File: src/rtl/regfile_dump.sv
// Register-file dump engine: walks the read port across all register addresses
// and streams each (addr, data) pair out on a valid/ready interface.
module regfile_dump #(
  parameter int unsigned NUM_REGS = 32,
  parameter int unsigned ADDR_W   = 5,
  parameter int unsigned DATA_W   = 32,
  parameter int unsigned SKIP_X0  = 0
) (
  input  logic              i_clk,
  input  logic              i_rst,
  input  logic              i_start,
  input  logic              i_abort,
  output logic [ADDR_W-1:0] o_rs_addr,
  input  logic [DATA_W-1:0] i_rs_data,
  output logic              o_dump_valid,
  input  logic              i_dump_ready,
  output logic [ADDR_W-1:0] o_dump_addr,
  output logic [DATA_W-1:0] o_dump_data,
  output logic              o_busy,
  output logic              o_done
);

  localparam logic [1:0] S_IDLE  = 2'd0;
  localparam logic [1:0] S_FETCH = 2'd1;
  localparam logic [1:0] S_SEND  = 2'd2;
  localparam logic [1:0] S_DONE  = 2'd3;

  localparam logic [ADDR_W-1:0] LAST_ADDR  = ADDR_W'(NUM_REGS - 1);
  localparam logic [ADDR_W-1:0] FIRST_ADDR = (SKIP_X0 != 0) ? ADDR_W'(1) : '0;

  logic [1:0]        state;
  logic [ADDR_W-1:0] cnt;
  logic              dump_valid;
  logic [ADDR_W-1:0] dump_addr;
  logic [DATA_W-1:0] dump_data;

  always_ff @(posedge i_clk) begin
    if (i_rst) begin
      state      <= S_IDLE;
      cnt        <= '0;
      dump_valid <= 1'b0;
      dump_addr  <= '0;
      dump_data  <= '0;
    end else if (i_abort && (state != S_IDLE)) begin
      // Abort drops the pending word; the walk is not resumed and no done pulse follows.
      state      <= S_IDLE;
      dump_valid <= 1'b0;
    end else begin
      case (state)
        S_IDLE: begin
          if (i_start && !i_abort) begin
            cnt   <= FIRST_ADDR;
            state <= S_FETCH;
          end
        end
        S_FETCH: begin
          dump_data  <= i_rs_data;
          dump_addr  <= cnt;
          dump_valid <= 1'b1;
          state      <= S_SEND;
        end
        S_SEND: begin
          if (i_dump_ready) begin
            dump_valid <= 1'b0;
            if (cnt == LAST_ADDR) begin
              state <= S_DONE;
            end else begin
              cnt   <= cnt + ADDR_W'(1);
              state <= S_FETCH;
            end
          end
        end
        S_DONE: state <= S_IDLE;
        default: state <= S_IDLE;
      endcase
    end
  end

  assign o_rs_addr    = cnt;
  assign o_dump_valid = dump_valid;
  assign o_dump_addr  = dump_addr;
  assign o_dump_data  = dump_data;
  assign o_busy       = (state != S_IDLE);
  assign o_done       = (state == S_DONE);

endmodule

File: config.mk
export PLATFORM = sky130hd
export DESIGN_NAME = regfile_dump
export DESIGN_NICKNAME = d
export VERILOG_FILES = /design/src/rtl/regfile_dump.sv
export SDC_FILE = /design/constraint.sdc
export NUM_CORES = 1
export LEC_CHECK = 0
export CORE_MARGIN = 3
export CORE_UTILIZATION = 37
export DETAILED_ROUTE_END_ITERATION = 6
export HOLD_SLACK_MARGIN = 0.08
export PLACE_DENSITY = 0.75
export SYNTH_ARGS = -nofsm -noshare
export SYNTH_HDL_FRONTEND = slang
export SYNTH_SLANG_ARGS = --single-unit
File: constraint.sdc
create_clock -name i_clk -period 1.55 [get_ports i_clk]
set_input_delay 0.31 -clock i_clk [delete_from_list [all_inputs] [get_ports i_clk]]
set_output_delay 0.31 -clock i_clk [all_outputs]
set_load 0.02 [all_outputs]
* Yosys cells after proc, flatten, opt, wreduce, memory -nomap -nowiden
Index checks and enable logic that the tools add are counted.
** Cells by class
- $add $sub $neg :: 1
- Eq/ne operators :: 7
- Multiplexer cells :: 10
- Bitwise gates (word level) :: 1
- Reduce and logical (&&, ||, !) cells :: 12
** Operators by type and width (count)
- $mux W5 :: 3
- $pmux W5 S2 :: 1
- $pmux W2 S4 :: 1
- $mux W2 :: 3
- $ne A2 B2 Y1 const B :: 3
- $reduce_and A2 Y1 :: 3
- $reduce_bool A2 Y1 :: 3
- $add A5 B1 Y5 const B :: 1
- $eq A5 B5 Y1 const B :: 1
- $reduce_and A5 Y1 :: 1
- $eq A2 B2 Y1 const B :: 2
- $eq A2 B1 Y1 const B :: 1
- $logic_and A1 B1 Y1 :: 2
- $logic_not A2 Y1 :: 1
- $pmux W1 S2 :: 1
- $reduce_or A2 Y1 :: 1
- $logic_not A1 Y1 :: 1
- $mux W1 :: 1
- $not A1 Y1 :: 1
** Word-level totals
- Flip-flop bits (word level) :: 45
- Bits of input ports :: 37
- Word-level logic and storage cells :: 36

* Logic depth before layout (Yosys ltp)
- Depth in word-level cells :: 4
- Depth in mapped cells :: 6
- Mapped depth without buffers :: 6

* Worst setup path before layout
OpenSTA, ideal clock, no wires.
- Path type :: reg2reg
- Start :: reg cnt[0], in the netlist o_rs_addr[0]
- End :: reg cnt[2], in the netlist o_rs_addr[2]
- Setup time :: 0.130 ns
- Arrival time :: 1.696 ns
- Data required time :: 1.420 ns
- Path slack :: -0.275 ns
- Cell stages (with the launch flop) :: 7
- Path buffers :: 0
- Period minus slack after synthesis :: 1.825 ns
- Cell sequence :: dfxtp_1 > ha_1 > and3_1 > ha_1 > nand3b_1 > a2111oi_0 > o22ai_1
** Between the ends
- Word-level cells in the longest chain between the ends :: 4
- Elaborated cells between the ends (all ways) :: 7
- Those cells by class :: add/sub: 1; eq/ne: 2; mux: 3; reduce/logical: 1
** Ends and longest elaborated chain
- start: declaration :: line 32 : logic [ADDR_W-1:0] cnt;
- start signal: assignment :: line 68 : cnt <= cnt + ADDR_W'(1);
- $add A5 B1 Y5 :: line 68
- $mux W5 :: line 65 : if (cnt == LAST_ADDR) begin
- $mux W5 :: line 63 : if (i_dump_ready) begin
- $pmux W5 S2 :: line 49 : case (state)
Parallel ways exist; a longest one is shown, timed or not. The select of a mux whose other input is x is not followed.
A chain may end at the register's enable or synchronous reset.

* Worst setup path in the final report
- Start :: reg cnt[0], in the netlist o_rs_addr[0]
- End :: reg cnt[1], in the netlist o_rs_addr[1]
Same word-level chain as after synthesis.

==> impl_metrics.env <==
export IMPL_grt_pass1_wl_um=7480
export IMPL_clock_sinks=45
export IMPL_synth_seq_area_share_pct=49.2
export IMPL_routed_wirelength_um=4590
export IMPL_setup_tns_final_ns=-0.637
export IMPL_power_switching_mw=0.519
export IMPL_antenna_cells=0
export IMPL_grt_start_max_net_pins=38
export IMPL_crit_type="flip-flop to flip-flop"
export IMPL_yosys_cell_count_top_type="sky130_fd_sc_hd__nand2_1"
export IMPL_dr_total_vias=1719
export IMPL_antenna_found_initial=0
export IMPL_insertion_delay_of_the_later_clocked_pin_in_the_worst_skew_pair_ns=0.29
export IMPL_synthDominantAreaCellType="sky130_fd_sc_hd__dfxtp_1"
export IMPL_p_seq_share_pct=50.1
export IMPL_pwr_density_cell_nw_per_um2=818
export IMPL_synth_enable_flop_cells=0
export IMPL_synth_ff_latch_count=45
export IMPL_number_of_max_capacitance_violations_reported=0
export IMPL_postLayoutSetupSlackWorst_ns=-0.152
export IMPL_die_height_um=76.3
export IMPL_syn_instance_count=213
export IMPL_report_final_slew_viol_count=0
export IMPL_ys_dominant_reg_cell="sky130_fd_sc_hd__dfxtp_1"
export IMPL_fmaxAchievable_mhz=588
export IMPL_tritoncts="done"
export IMPL_timing_final_crit_share_pct=110
export IMPL_cts_post_setup_buffers_inserted=0
export IMPL_overflow=0
export IMPL_firstDrtPassIters=4
export IMPL_tightestPinTransition_ns=0.388
export IMPL_clkPwrFrac_pct=38.8
export IMPL_die_width_um=76.3
export IMPL_timing_hold_worst_class="input pin to flip-flop"
export IMPL_timing_slew_headroom_pct=74.2
export IMPL_rsz0062_at_grt="yes"
export IMPL_cts_path_max_buffers=2
export IMPL_viasPerCell=4.66
export IMPL_yosys_area_top_type_share_pct=49.2
export IMPL_power_combinational_fraction_pct=11.1
export IMPL_detail_route_drc_violations=0
export IMPL_end_kind="flip-flop"
export IMPL_timing_critical_path_fanout_max=4
export IMPL_synthDistinctLibCells=30
export IMPL_violations="negative setup slack"
export IMPL_leakage_nw=1.35
export IMPL_post_route_cells_drive_above_1_share_pct=15.1
export IMPL_synthesis_area_um2=1830
export IMPL_grt_pass1_vias=1603
export IMPL_critical_path_startpoint_type="flip-flop"
export IMPL_netlist_top_cells_area="sky130_fd_sc_hd__dfxtp_1 (49%), sky130_fd_sc_hd__nand2_1 (16%), sky130_fd_sc_hd__a21oi_1 (9.0%)"
export IMPL_async_reset_ff_share_pct=0
export IMPL_total_power_mw=2.36
export IMPL_cts_root_buf="sky130_fd_sc_hd__clkbuf_8"
export IMPL_drtIter0Drc=59
export IMPL_mappedNetlistNets=252
export IMPL_fin_cells=369
export IMPL_layout_stage_area_growth_over_the_synthesis_result_pct=58.1
export IMPL_vdd_ir_drop_max_mv=0.444
export IMPL_portBuffers=81
export IMPL_placed_cells=361
export IMPL_postRouteAntennaNets=0
export IMPL_initial_utilization_pct=40.1
export IMPL_internal_power_mw=1.85
export IMPL_postPlaceCellArea_um2=2790
export IMPL_run_status="finished with violations"
export IMPL_clkTransAtPathRegs_ns=0.08
export IMPL_hold_viol_final=0
export IMPL_final_net_count=342
export IMPL_track_usage_pct=15.5
export IMPL_critical_path_arrival_ns=1.92
export IMPL_power_share_switching_pct=21.9
export IMPL_routedWlPerCell_um=12.4
export IMPL_final_wtd_congestion=0.781
export IMPL_final_setup_skew_ns=0.00294
export IMPL_ys_warnings_count=0
export IMPL_cts_htree_levels=2
export IMPL_syn_avg_cell_area_um2=8.59
export IMPL_finish_instance_area_um2=2890
export IMPL_setup_viol=5
export IMPL_finish_utilization_pct=63.3
export IMPL_die_area_um2=5820
export IMPL_timing_final_crit_period_ns=1.70
export IMPL_core_rowCount=24
export IMPL_boundaryPins=82
export IMPL_tritoncts_num_buffers=5
export IMPL_worst_ep_required_time_ns=1.77
export IMPL_top_post_synthesis_cells_by_count="sky130_fd_sc_hd__nand2_1 (77), sky130_fd_sc_hd__dfxtp_1 (45), sky130_fd_sc_hd__a21oi_1 (33)"
export IMPL_dp_hpwl_um=3230
export IMPL_core_region_area_um2=4560
cells by family after synthesis:
logic type               Yosys count  synth area share [%]
AO/OA/AOI/OAI                     46                  15.9
adder cells (fa/ha/maj)            2                  1.37
buffers and inverters             15                  6.22
flip-flops                        45                  49.2
multiplexers                       2                  1.09
AND/OR/NAND/NOR                  103                  26.1
final timing paths:
path	from	slack, ns	to	cells past startpoint
hold reg to reg	o_dump_data[10]$_SDFFE_PP0P_	0.45	o_dump_data[10]$_SDFFE_PP0P_	2
setup reg to reg	o_rs_addr[0]$_SDFFE_PP0P_	-0.15	o_rs_addr[1]$_SDFFE_PP0P_	6
hold / removal	i_rst	0.37	o_rs_addr[0]$_SDFFE_PP0P_	3
setup / recovery	o_rs_addr[0]$_SDFFE_PP0P_	-0.15	o_rs_addr[1]$_SDFFE_PP0P_	6
power by group through the flow:
stage               sequential (mW)  combinational (mW)  clock (mW)
finish                         1.18               0.263       0.918
CTS                            1.18               0.265       0.946
global placement               1.21               0.272           0
global route                   1.19               0.284       0.998
floorplan                      1.24              0.0941           0
detailed placement             1.21               0.274           0
routing by layer:
| layer | vias up | share of wire, % | wire [um] | track usage (%) |
|---|---|---|---|---|
| li1 | 879 | - | - | - |
| met1 | 779 | 48 | 2190 | 19.5 |
| met2 | 56 | 45 | 2060 | 25.3 |
| met3 | 5 | 6.2 | 284 | 4.49 |
| met4 | 0 | 1.4 | 63 | 5.43 |
| met5 | - | 0 | 0 | 0 |
through the flow:
stage,hold slack (ns),setup slack [ns]
floorplan,0.446,-0.122
global placement,0.441,-0.132
global route,0.386,-0.225
CTS,0.367,-0.145
detailed placement,0.446,-0.134
finish,0.373,-0.152
layout make-up:
type | instances | area [um2]
tap | 65 | 81.3
fill | 436 | 1670
clock buffer | 6 | 82.6
sequential | 45 | 906
timing repair buffer | 98 | 927
multi-input combinational | 153 | 858
clock inverter | 2 | 36.3
sequential cells by signal (all words and copies together) (netlist names):
signal / flops
o_dump_valid: 1
o_dump_data: 32
state: 2
o_rs_addr: 5
o_dump_addr: 5
timing repair:
item	in CTS	in global routing
pin swaps	0	2
endpoints found under the setup margin	39	17
resized for setup	34	14
hold buffers	0	0
worst max-delay path, cell delays in order (launching register included):
cell,delay (ns)
sky130_fd_sc_hd__dfxtp_4,0.36
sky130_fd_sc_hd__ha_4,0.15
sky130_fd_sc_hd__and3_4,0.18
sky130_fd_sc_hd__ha_4,0.15
sky130_fd_sc_hd__nand3b_1,0.22
sky130_fd_sc_hd__a211oi_4,0.37
sky130_fd_sc_hd__mux2i_1,0.21
cells in the final DEF, fill, tap and decap left out, drive strengths merged:
cell,Yosys,layout
nand2,77,77
dfxtp,45,45
a21oi,39,39
clkdlybuf4s50,0,35
dlygate4sd2,0,33
buf,10,18
dlymetal6s2s,0,11
nand2b,9,9
clkbuf,5,7
nor3b,3,3
or2,2,2
nand3b,2,2
o22ai,2,2
mux2i,2,2
ha,2,2
a2111oi,2,2
and3,1,1
and2,1,1
or3b,1,1
a211oi,1,1
and2b,1,1
or4b,1,1
nand3,1,1
nand4b,1,1
o221ai,1,1
nor2,1,1
a211o,1,1
nor2b,1,1
nor3,1,1
inv,0,1
bufinv,0,1
No activity file was read; power rests on OpenSTA's default activity.
